$ cat config.mk
export PLATFORM = sky130hd
export DESIGN_NAME = fifo_ep_sched
export DESIGN_NICKNAME = d
export VERILOG_FILES = /design/src/rtl/pkg_ft601_ctrl_defines.sv /design/src/rtl/fifo_rr_arb.sv /design/src/rtl/fifo_ep_sched.sv
export SDC_FILE = /design/constraint.sdc
export NUM_CORES = 1
export LEC_CHECK = 0
export BUFFER_PORTS_ARGS = -buffer_cell sky130_fd_sc_hd__buf_2
export CAP_MARGIN = 20
export CORE_MARGIN = 10
export CORE_UTILIZATION = 25
export DETAILED_ROUTE_END_ITERATION = 7
export GPL_TIMING_DRIVEN = 0
export HOLD_SLACK_MARGIN = 0.06
export PLACE_DENSITY = 0.53
export SLEW_MARGIN = 20
export SYNTH_ARGS = -nofsm -noshare
export SYNTH_HDL_FRONTEND = slang
export SYNTH_SLANG_ARGS = --single-unit
$ cat constraint.sdc
create_clock -name fifoClk -period 4 [get_ports fifoClk]
set_input_delay 0.2 -clock fifoClk [delete_from_list [all_inputs] [get_ports fifoClk]]
set_output_delay 0.2 -clock fifoClk [all_outputs]
set_load 0.05 [all_outputs]
$ cat src/rtl/pkg_ft601_ctrl_defines.sv
// rtl/pkg_ft601_ctrl_defines.sv - shared types and constants for the FT600 endpoint scheduler
package pkg_ft601_ctrl_defines;

  typedef enum logic [2:0] {
    IDLE,
    ARB,
    SETUP,
    XFER,
    ROLLBACK,
    END
  } sched_state_t;

  // Wide enough for any ep_num width in use; truncated to EP_NW at the point of use.
  localparam logic [7:0] EP_IDLE = 8'hFF;

endpackage

$ cat src/rtl/fifo_rr_arb.sv
// rtl/fifo_rr_arb.sv - combinational N-way round-robin arbiter, search starts after i_last
module fifo_rr_arb #(
  parameter int N_EP  = 4,
  parameter int EP_NW = 3
) (
  input  logic [N_EP-1:0]  i_req,
  input  logic [EP_NW-1:0] i_last,
  output logic [EP_NW-1:0] o_grant,
  output logic             o_valid
);

  // Walk offsets from farthest to nearest so the nearest requester after i_last is written last.
  always_comb begin
    o_grant = '0;
    o_valid = 1'b0;
    for (int k = N_EP; k >= 1; k--) begin
      for (int i = 0; i < N_EP; i++) begin
        if (i_req[i] && (i == (int'(i_last) + k) % N_EP)) begin
          o_grant = EP_NW'(i);
          o_valid = 1'b1;
        end
      end
    end
  end

endmodule

$ cat src/rtl/fifo_ep_sched.sv
// rtl/fifo_ep_sched.sv - master-mode round-robin endpoint burst scheduler for the FT600 datapath
// Optional read-pointer rollback on aborted IN bursts: define FT_SCHED_ROLLBACK_EN.
module fifo_ep_sched
  import pkg_ft601_ctrl_defines::*;
#(
  parameter int              N_EP      = 4,
  parameter int              EP_NW     = 3,
  parameter logic [N_EP-1:0] EP_DIR    = N_EP'(4'b0011),
  parameter int              MAX_BURST = 256,
  parameter int              PTR_W     = 12
) (
  input  logic              fifoClk,
  input  logic              fifoRstn,
  input  logic              i_mode,
  input  logic              bus_ready,
  input  logic              bus_abort,
  input  logic [N_EP-1:0]   ep_empty,
  input  logic [N_EP-1:0]   ep_full,
  input  logic [PTR_W-1:0]  ep_rd_ptr,
  output logic [EP_NW-1:0]  ep_num,
  output logic              m_wr_sel,
  output logic              m_wr_en,
  output logic              m_rd_en,
  output logic              u_rd_ptr,
  output logic [PTR_W-1:0]  c_rd_ptr,
  output logic              busy,
  output logic              burst_done
);

  localparam int               CNT_W     = $clog2(MAX_BURST + 1);
  localparam logic [EP_NW-1:0] EP_IDLE_N = EP_NW'(EP_IDLE);
  localparam logic [CNT_W-1:0] CNT_LAST  = CNT_W'(MAX_BURST - 1);

  sched_state_t     r_state;
  sched_state_t     w_state_nxt;
  sched_state_t     w_abort_state;
  logic [EP_NW-1:0] r_ep_num;
  logic [EP_NW-1:0] r_rr;
  logic             r_wr_sel;
  logic             r_burst_done;
  logic [CNT_W-1:0] r_cnt;

  logic [N_EP-1:0]  w_elig;
  logic [EP_NW-1:0] w_grant;
  logic             w_grant_vld;
  logic             w_grant_dir;
  logic             w_sel_empty;
  logic             w_sel_full;
  logic             w_in_xfer;
  logic             w_strobe;
  logic             w_blocked;
  logic             w_xfer_end;

  assign w_elig = (EP_DIR & ~ep_empty) | (~EP_DIR & ~ep_full);

  fifo_rr_arb #(
    .N_EP  (N_EP),
    .EP_NW (EP_NW)
  ) u_rr_arb (
    .i_req   (w_elig),
    .i_last  (r_rr),
    .o_grant (w_grant),
    .o_valid (w_grant_vld)
  );

  always_comb begin
    w_sel_empty = 1'b0;
    w_sel_full  = 1'b0;
    w_grant_dir = 1'b0;
    for (int i = 0; i < N_EP; i++) begin
      if (r_ep_num == EP_NW'(i)) begin
        w_sel_empty = ep_empty[i];
        w_sel_full  = ep_full[i];
      end
      if (w_grant == EP_NW'(i)) begin
        w_grant_dir = EP_DIR[i];
      end
    end
  end

  // Strobes are combinational so the word that ends a burst is still transferred in the exit cycle.
  assign w_in_xfer = (r_state == XFER);
  assign m_wr_en   = w_in_xfer &  r_wr_sel & bus_ready & ~w_sel_empty;
  assign m_rd_en   = w_in_xfer & ~r_wr_sel & bus_ready & ~w_sel_full;
  assign w_strobe  = m_wr_en | m_rd_en;
  assign w_blocked = bus_ready & (r_wr_sel ? w_sel_empty : w_sel_full);
  assign w_xfer_end = (w_strobe && (r_cnt == CNT_LAST)) || w_blocked ||
                      (!bus_ready && (r_cnt != '0));

  always_comb begin
    w_state_nxt = r_state;
    case (r_state)
      IDLE:     if (!i_mode && (|w_elig)) w_state_nxt = ARB;
      ARB:      w_state_nxt = w_grant_vld ? SETUP : IDLE;
      SETUP:    w_state_nxt = XFER;
      XFER: begin
        if (bus_abort)       w_state_nxt = w_abort_state;
        else if (w_xfer_end) w_state_nxt = END;
      end
      ROLLBACK: w_state_nxt = END;
      END:      w_state_nxt = IDLE;
      default:  w_state_nxt = IDLE;
    endcase
  end

  always_ff @(posedge fifoClk or negedge fifoRstn) begin
    if (!fifoRstn) begin
      r_state      <= IDLE;
      r_ep_num     <= EP_IDLE_N;
      r_rr         <= '0;
      r_wr_sel     <= 1'b0;
      r_cnt        <= '0;
      r_burst_done <= 1'b0;
    end else begin
      r_state      <= w_state_nxt;
      r_burst_done <= (r_state == END);
      case (r_state)
        ARB: begin
          r_cnt <= '0;
          if (w_grant_vld) begin
            r_ep_num <= w_grant;
            r_wr_sel <= w_grant_dir;
            r_rr     <= w_grant;
          end
        end
        XFER:    r_cnt    <= r_cnt + CNT_W'(w_strobe);
        END:     r_ep_num <= EP_IDLE_N;
        default: ;
      endcase
    end
  end

`ifdef FT_SCHED_ROLLBACK_EN
  logic [PTR_W-1:0] r_ckpt;

  // The pointer seen in SETUP is where the burst starts, so an abort rewinds to it.
  always_ff @(posedge fifoClk or negedge fifoRstn) begin
    if (!fifoRstn) begin
      r_ckpt <= '0;
    end else if (r_state == SETUP) begin
      r_ckpt <= ep_rd_ptr;
    end
  end

  assign w_abort_state = r_wr_sel ? ROLLBACK : END;
  assign u_rd_ptr      = (r_state == ROLLBACK);
  assign c_rd_ptr      = u_rd_ptr ? r_ckpt : '0;
`else
  logic w_unused_rd_ptr;

  assign w_unused_rd_ptr = ^ep_rd_ptr;
  assign w_abort_state   = END;
  assign u_rd_ptr        = 1'b0;
  assign c_rd_ptr        = '0;
`endif

  assign ep_num     = r_ep_num;
  assign m_wr_sel   = r_wr_sel;
  assign busy       = (r_state != IDLE);
  assign burst_done = r_burst_done;

endmodule

After elaboration in Yosys (flattened, before gate mapping)
Index checks and enable logic that the tools add are counted.
{ "totals": {"elab_cells": 150, "out_inout_bits": 21, "inputBits": 25, "register_bits": 19} }
{ "op_classes": {"n_eq_ne": 27, "n_mux": 52, "n_bitwise": 18, "n_reduce_logical": 42, "addsub": 5} }
{ "op_table": {"columns": ["op", "count"], "rows": [
  ["$logic_not A32 Y1", 4],
  ["$mux W1", 30],
  ["$mux W2", 15],
  ["$eq A3 B3 Y1 const A", 8],
  ["$logic_and A1 B1 Y1", 19],
  ["$pmux W9 S2", 1],
  ["$pmux W3 S5", 1],
  ["$eq A2 B3 Y1 const A", 4],
  ["$eq A3 B2 Y1 const B", 4],
  ["$mux W3", 4],
  ["$add A9 B1 Y9", 1],
  ["$eq A9 B8 Y1 const B", 1],
  ["$logic_not A3 Y1", 3],
  ["$reduce_bool A9 Y1", 1],
  ["$reduce_or A2 Y1", 4],
  ["$and A1 B1 Y1", 7],
  ["$eq A3 B1 Y1 const B", 2],
  ["$eq A3 B3 Y1 const B", 2],
  ["$pmux W3 S2", 1],
  ["$reduce_and A2 Y1", 3],
  ["$add A2 B1 Y2 const B", 2],
  ["$add A2 B2 Y2 const B", 2],
  ["$and A1 B1 Y1 const A", 4],
  ["$eq A2 B2 Y1 const B", 2],
  ["other kinds (13)", 19]
]} }

Depth between registers and ports, before layout
Gate-level depths: netlist of the first run.
{ "logic_depth": {"ltp_word": 25, "ltp_mapped": 10, "depth_no_buf": 10} }

Hierarchy
Synthesis of the first run repeated with hierarchy kept, for this count alone.
{ "hier_totals": {"cells_unflattened": 165, "area_unflattened_um2": 1438.9} }
{ "modules_own_cells": {"columns": ["mod", "cells_per_inst", "area_each_um2", "seq_area_each_um2", "instances"], "rows": [
  ["fifo_ep_sched", 149, 1346.3, 504.2, 1],
  ["fifo_rr_arb", 16, 92.6, 0.0, 1]
]} }

Least setup slack after synthesis of the first run
OpenSTA, ideal clock, no wires.
{ "synth_timing": {"kind": "register -> register", "from": "reg r_ep_num[0] (netlist: ep_num[0])", "to": "reg r_cnt[6]", "path_buffers": 0, "stages_incl_launch_ff": 11, "required_time_ns": 3.936, "arrival_time_ns": 2.768, "setup_slack_ns": 1.167, "setup_time_ns": 0.064, "cell_sequence": "dfstp_2 mux4_1 mux2i_1 nor2_1 nor2_1 ha_1 ha_1 nand3_1 or4_1 a21oi_1 a21o_1"} }
{ "synth_via": {"elab_chain_len": 10, "word_cells_on_any_way": 19, "cone_classes": "1 x add/sub; 3 x eq/ne; 9 x mux; 5 x bitwise; 1 x reduce/logical"} }
{ "synth_rtl": {"columns": ["item", "line_no", "rtl"], "rows": [
  ["start, declared", "fifo_ep_sched.sv:37", "logic [EP_NW-1:0] r_ep_num;"],
  ["start signal, assigned", "fifo_ep_sched.sv:121", "r_ep_num <= w_grant;"],
  ["$logic_not A3 Y1", "fifo_ep_sched.sv:71", "if (r_ep_num == EP_NW'(i)) begin"],
  ["$mux W1 (4 in series)", "fifo_ep_sched.sv:71", null],
  ["$not A1 Y1, on equally long branches", "fifo_ep_sched.sv:83, fifo_ep_sched.sv:84", null],
  ["$and A1 B1 Y1, on equally long branches", "fifo_ep_sched.sv:83, fifo_ep_sched.sv:84", null],
  ["$or A1 B1 Y1 *", "fifo_ep_sched.sv:85", "assign w_strobe = m_wr_en | m_rd_en;"],
  ["$add A9 B1 Y9 *", "fifo_ep_sched.sv:126", "XFER: r_cnt <= r_cnt + CNT_W'(w_strobe);"],
  ["$pmux W9 S2 *", "fifo_ep_sched.sv:117", "case (r_state)"],
  ["end signal, assigned", "fifo_ep_sched.sv:126", null],
  ["end, declared", "fifo_ep_sched.sv:41", "logic [CNT_W-1:0] r_cnt;"]
]} }
Every way passes the cells marked *; elsewhere a longest branch is shown, timed or not.
A chain may end at the register's enable or synchronous reset.

Worst setup path after layout of the first run
Same ends and word-level chain as after synthesis.

==> flow_metrics.env, run 1 <==
export IMPL_yosysSeqAreaShare_pct=39.77
export IMPL_fin_crit_sh_pct=71.06
export IMPL_max_stage_delay_ns=0.58
export IMPL_dieWidth_um=89.43
export IMPL_place_detailed_hpwl_um=2243
export IMPL_insertion_delay_ns=0.25
export IMPL_gr_max_usage_layer="met2"
export IMPL_path_cells="mux4_1 -> mux2i_1 -> nor2_1 -> nor2_1 -> ha_1 -> ha_1 -> nand3_1 -> or4_1 -> a21oi_1 -> a21o_1"
export IMPL_core_rowCount=25
export IMPL_maxCapViolations=0
export IMPL_synth_cell_area_um2=1205
export IMPL_finClkSkew_ns=0.001268
export IMPL_final_common_cell="buf_2"
export IMPL_crit_required_ns=4.20
export IMPL_first_global_vias=1116
export IMPL_post_cts_setup_buffers=0
export IMPL_fin_tns_setup_ns=0
export IMPL_initialDrtViolationCount=41
export IMPL_hold_buffers=1
export IMPL_clkSinkCount=19
export IMPL_p_per_area_nw_per_um2=689.1
export IMPL_drc=0
export IMPL_grtUsageMet3_pct=2.826
export IMPL_hold_class="in -> reg"
export IMPL_initial_utilization_pct=25.68
export IMPL_grt_pass1_wl_um=5140
export IMPL_via_per_inst=4.580
export IMPL_utilization_pct=31.39
export IMPL_cp_end_kind="register"
export IMPL_ys_warnings_count=0
export IMPL_synth_flop_cell="dfrtp_1"
export IMPL_diodes=0
export IMPL_vias=1058
export IMPL_core_area_um2=4692
export IMPL_setup_viol=0
export IMPL_slowest_stage="dfstp_2"
export IMPL_grt_max_degree=20
export IMPL_cp_arrival_ns=3.04
export IMPL_synth_cell_types=34
export IMPL_fin_ws_ns=1.158
export IMPL_path_clk_slew_ns=0.07
export IMPL_min_period_ns=2.842
export IMPL_outcome="completed"
export IMPL_cp_max_fo=6
export IMPL_routedWlPerCell_um=12.47
export IMPL_htree_num_levels=1
export IMPL_io_pins=46
export IMPL_die_area_um2=7997
export IMPL_dr_pass1_iters=4
export IMPL_synth_edf_count=0
export IMPL_ant_nets=0
export IMPL_rsz0062_at_grt="false"
export IMPL_r2r_cells=10
export IMPL_gp_congestion=0.7902
export IMPL_maxSlewViolCount=0
export IMPL_cp_start_kind="register"
export IMPL_grt_overflow=0
export IMPL_ir_drop_mv=0.3552
export IMPL_path_buf_inv=0
export IMPL_die_y_um=89.43
export IMPL_cts_tree="built"
export IMPL_fmax_mhz=351.8
export IMPL_cp_depth=10
export IMPL_grt_use_met2_pct=12.54
export IMPL_cts_root_buf="clkbuf_8"
export IMPL_holdPathStages=4
export IMPL_ctsResizeCount=0
export IMPL_async_reset_ff_share_pct=100.0
export IMPL_antenna_found_initial=0
export IMPL_track_usage_pct=8.018
export IMPL_crit_type="reg -> reg"
export IMPL_cts_buffers=3
export IMPL_avgSynthCellArea_um2=8.606
export IMPL_mostFrequentLayoutCells="buf_2 (22), dfrtp_1 (16), nand2_1 (15)"
export IMPL_buffer_ports_inserted=20
export IMPL_drive_above_1_share_pct=24.29
export IMPL_cpLargestDelayFamily="simple AND/OR/NAND/NOR gates"
export IMPL_grtUsageMet1_pct=9.841
export IMPL_syn_inst=140
export IMPL_leakage_nw=0.7096
export IMPL_power_total_mw=1.015
export IMPL_synth_seq_cells=19
export IMPL_totalWireLength_um=2881
export IMPL_hold_violations=0
export IMPL_nNetsFinal=205
export IMPL_syn_to_final_growth_pct=22.22
export IMPL_dp_slack_ns=1.157
export IMPL_clockBufferDepth=2
==> worst register-to-register path: cells and delay by family (launching register included) <==
family / cells / cell delay, ns
and+or+nand+nor: 4 / 0.86
muxes: 2 / 0.74
DFF: 1 / 0.58
adders and majority gates: 2 / 0.36
AOI/OAI and AO/OA: 2 / 0.25
==> through the flow <==
step | hold WS, ns | std cells | instance area, µm²
4_1_cts | 0.2902 | 231 | 1473
5_1_grt | 0.3506 | 231 | 1473
6_report | 0.2842 | 231 | 1473
2_1_floorplan | -0.09559 | 152 | 1250
3_5_place_dp | 0.1786 | 226 | 1418
3_3_place_gp | 0.1696 | 226 | 1418
==> power by group <==
group	switching [mW]	leakage [nW]	internal [mW]
sequential	0.0969	0.234	0.282
clock	0.0638	0.0228	0.0708
combinational	0.335	0.452	0.166
total	0.496	0.710	0.519
==> cells in the mapped netlist (2+ instances only) <==
cell      count  area share (%)
ha_1          2             2.1
buf_4        13             8.1
nor2_1       13             4.1
mux4_1        2             4.4
inv_1         6             1.9
or3_1         4             2.1
nand3_1       9             3.7
nor2b_1       2             1.0
buf_2         2            0.83
a21oi_1       6             2.5
dfstp_2       3             6.5
clkbuf_1      2            0.62
nor3_1        6             2.5
nand2_1      15             4.7
nand4_1       5             2.6
and3_1        2             1.0
dfrtp_1      16              33
o21ai_0      13             5.4
mux2i_1       4             3.3
==> final timing paths <==
check,from,endpoint,slack [ns]
max,ep_num[0]$_DFFE_PN1P_,r_cnt[6]$_DFFE_PN0P_,1.16
min,i_mode,r_state[0]$_DFFE_PN0P_,0.28
max reg2reg,ep_num[0]$_DFFE_PN1P_,r_cnt[6]$_DFFE_PN0P_,1.16
min reg2reg,r_cnt[0]$_DFFE_PN0P_,r_cnt[0]$_DFFE_PN0P_,0.53
max in group asynchronous,fifoRstn,ep_num[0]$_DFFE_PN1P_,3.25
min in group asynchronous,fifoRstn,r_state[0]$_DFFE_PN0P_,0.41
==> routing by layer <==
metal  vias to the layer above  share of wire [%]
met4                         0               0.87
met1                       478                 48
met2                        30                 44
li1                        548                  -
met5                         -                  0
met3                         2                7.7
==> area by class of cell <==
cell class / instances / area [µm²]
inverters: 7 / 26.28
fillers: 507 / 3219
clock buffers: 4 / 45.04
plain buffers: 17 / 115.1
flip-flops and latches: 19 / 479.2
well taps: 54 / 67.56
multi-input cells: 109 / 629.4
repair buffers: 21 / 110.1
==> logic make-up after synthesis <==
group	share of synthesized area, %
other	0.3112
adders and majority gates	2.077
and+or+nand+nor	23.88
muxes	7.684
buffers and inverters	11.73
DFF	39.77
AOI/OAI and AO/OA	14.54
==> registers in the layout, summed over array words and instances, names as in the netlist <==
register,count
burst_done,1
ep_num,3
m_wr_sel,1
r_cnt,9
r_rr,2
r_state,3
No activity file was read; power rests on OpenSTA's default activity.
==> run 2, diff against run 1 <==
- clock period: 4 -> 2.9 ns (I/O delays scaled with it)
==> run 2 against run 1 <==
  * Power up 39%
  * Worst setup slack worse by 0.99 ns
  * Global-route usage stayed put
  * Sequential cell count unchanged
  * Worst hold slack worse by 0.054 ns
  * Wire length grew 0.42%
  * Utilization stayed put
  * Non-clock buffer count unchanged
  * Cell area stayed put
  * Clock power is 37% higher
  * Clock skew is essentially flat
  * Clock-buffer cell count unchanged
  * Largest cell class unchanged
==> flow_metrics.env, run 2 (synthesized netlist as in run 1, its figures left out) <==
export IMPL_whs_ns=0.2302
export IMPL_cts_buffers=3
export IMPL_grt_max_degree=20
export IMPL_p_seq_share_pct=37.4
export IMPL_p_int_mw=0.7184
export IMPL_totalWireLength_um=2893
export IMPL_buffer_ports_inserted=20
export IMPL_grt_pass1_wl_um=5140
export IMPL_swShare_pct=48.95
export IMPL_syn_to_final_growth_pct=22.22
export IMPL_cts_tree="built"
export IMPL_fill_cells=508
export IMPL_initial_utilization_pct=25.68
export IMPL_routedWlPerCell_um=12.52
export IMPL_hold_violations=0
export IMPL_cpLargestDelayFamily="simple AND/OR/NAND/NOR gates"
export IMPL_via_per_inst=4.576
export IMPL_htree_num_levels=1
export IMPL_clockPowerShare_pct=13.2
export IMPL_io_pins=46
export IMPL_gp_congestion=0.7902
export IMPL_final_common_cell="buf_2"
export IMPL_largest_reg_flops=9
export IMPL_initialDrtViolationCount=36
export IMPL_die_y_um=89.43
export IMPL_maxCapViolations=0
export IMPL_fin_crit_sh_pct=94.27
export IMPL_slowest_stage="dfstp_2"
export IMPL_maxSlewViolCount=0
export IMPL_ir_drop_mv=0.4896
export IMPL_fmax_mhz=365.8
export IMPL_dr_pass1_iters=4
export IMPL_p_switching_mw=0.6889
export IMPL_power_total_mw=1.407
export IMPL_vias=1057
export IMPL_p_per_area_nw_per_um2=955.6
export IMPL_finClkSkew_ns=0.001684
export IMPL_diodes=0
export IMPL_setup_viol=0
export IMPL_hold_class="in -> reg"
export IMPL_cp_arrival_ns=2.93
export IMPL_die_area_um2=7997
export IMPL_cp_start_kind="register"
export IMPL_cp_max_fo=6
export IMPL_dieWidth_um=89.43
export IMPL_cpMostUsedCell="nor2_1"
export IMPL_mostFrequentLayoutCells="buf_2 (22), dfrtp_1 (16), nand2_1 (15)"
export IMPL_regMostFlops="r_cnt"
export IMPL_post_cts_setup_buffers=0
export IMPL_path_buf_inv=0
export IMPL_place_detailed_hpwl_um=2243
export IMPL_nNetsFinal=205
export IMPL_power_frac_comb_pct=49.4
export IMPL_track_usage_pct=8.018
export IMPL_fin_tns_setup_ns=0
export IMPL_crit_type="reg -> reg"
export IMPL_clkSinkCount=19
export IMPL_max_stage_delay_ns=0.59
export IMPL_cp_end_kind="register"
export IMPL_antenna_found_initial=0
export IMPL_core_area_um2=4692
export IMPL_core_rowCount=25
export IMPL_leakage_nw=0.6981
export IMPL_outcome="completed"
export IMPL_path_clk_slew_ns=0.07
export IMPL_min_period_ns=2.734
export IMPL_grt_overflow=0
export IMPL_clockBufferDepth=2
export IMPL_ant_nets=0
export IMPL_crit_required_ns=3.10
export IMPL_first_global_vias=1116
export IMPL_insertion_delay_ns=0.25
export IMPL_rsz0062_at_grt="false"
export IMPL_drive_above_1_share_pct=26.55
export IMPL_path_cells="mux4_2 -> mux2i_1 -> nor2_1 -> nor2_1 -> ha_1 -> ha_2 -> nand3_2 -> or4_1 -> a21oi_1 -> a21o_1"
export IMPL_cts_root_buf="clkbuf_8"
export IMPL_drc=0
[run 2: path summary, 6_finish.rpt]
kind | from | to | slack (ns) | depth (start not counted)
worst min register to register | r_cnt[0]$_DFFE_PN0P_ | r_cnt[0]$_DFFE_PN0P_ | 0.54 | 2
max in group asynchronous | fifoRstn | ep_num[0]$_DFFE_PN1P_ | 2.20 | 2
worst min-delay path | i_mode | r_state[0]$_DFFE_PN0P_ | 0.23 | 4
worst max register to register | ep_num[0]$_DFFE_PN1P_ | r_cnt[6]$_DFFE_PN0P_ | 0.17 | 10
min in group asynchronous | fifoRstn | r_state[0]$_DFFE_PN0P_ | 0.36 | 2
worst max-delay path | ep_num[0]$_DFFE_PN1P_ | r_cnt[6]$_DFFE_PN0P_ | 0.17 | 10
[run 2: repair_timing]
action                                 CTS  global route
gates resized for setup                  0             4
hold buffers                             1             0
endpoints found under the hold margin   16             0
setup endpoints to repair                0             1
[run 2: power groups by stage]
stage                     registers [mW]  logic, mW  clock network (mW)
after detailed placement           0.526      0.701                   0
after global routing               0.555      0.791               0.202
after CTS                          0.522      0.704               0.193
final                              0.526      0.696               0.185
after floorplan                    0.593      0.454                   0
after global placement             0.526      0.694                   0
[run 2: per-layer routing]
metal / global-route usage (%) / vias up / part of all wire, %
met3: 2.826 / 2 / 7.8
met1: 9.841 / 476 / 48
li1: - / 545 / -
met2: 12.54 / 34 / 43
met5: 0 / - / 0
met4: 3.035 / 0 / 0.86
[run 2: layout make-up]
cell class | count | area (µm²) | share of cell area, %
buffer | 17 | 115.1 | 7.816
clock buffer | 4 | 45.04 | 3.059
inverter | 7 | 26.28 | 1.784
multi-input combinational | 109 | 629.4 | 42.74
sequential | 19 | 479.2 | 32.54
tap | 54 | 67.56 | 4.588
timing repair buffer | 21 | 110.1 | 7.477
[run 2: through the flow]
stage	std cells	utilization (%)	worst slack (ns)	area, µm²
6_report	231	31.39	0.1662	1473
5_1_grt	231	31.39	0.02925	1473
4_1_cts	231	31.39	0.02663	1473
3_5_place_dp	226	30.21	0.05717	1418
3_3_place_gp	226	30.21	0.08786	1418
2_1_floorplan	152	-	0.06724	1250
[run 2: tightest hold or removal path, stage by stage]
cell and delay [ns]:
buf_2 0.07, nor2b_1 0.03, o21ai_0 0.12, o21ai_0 0.07
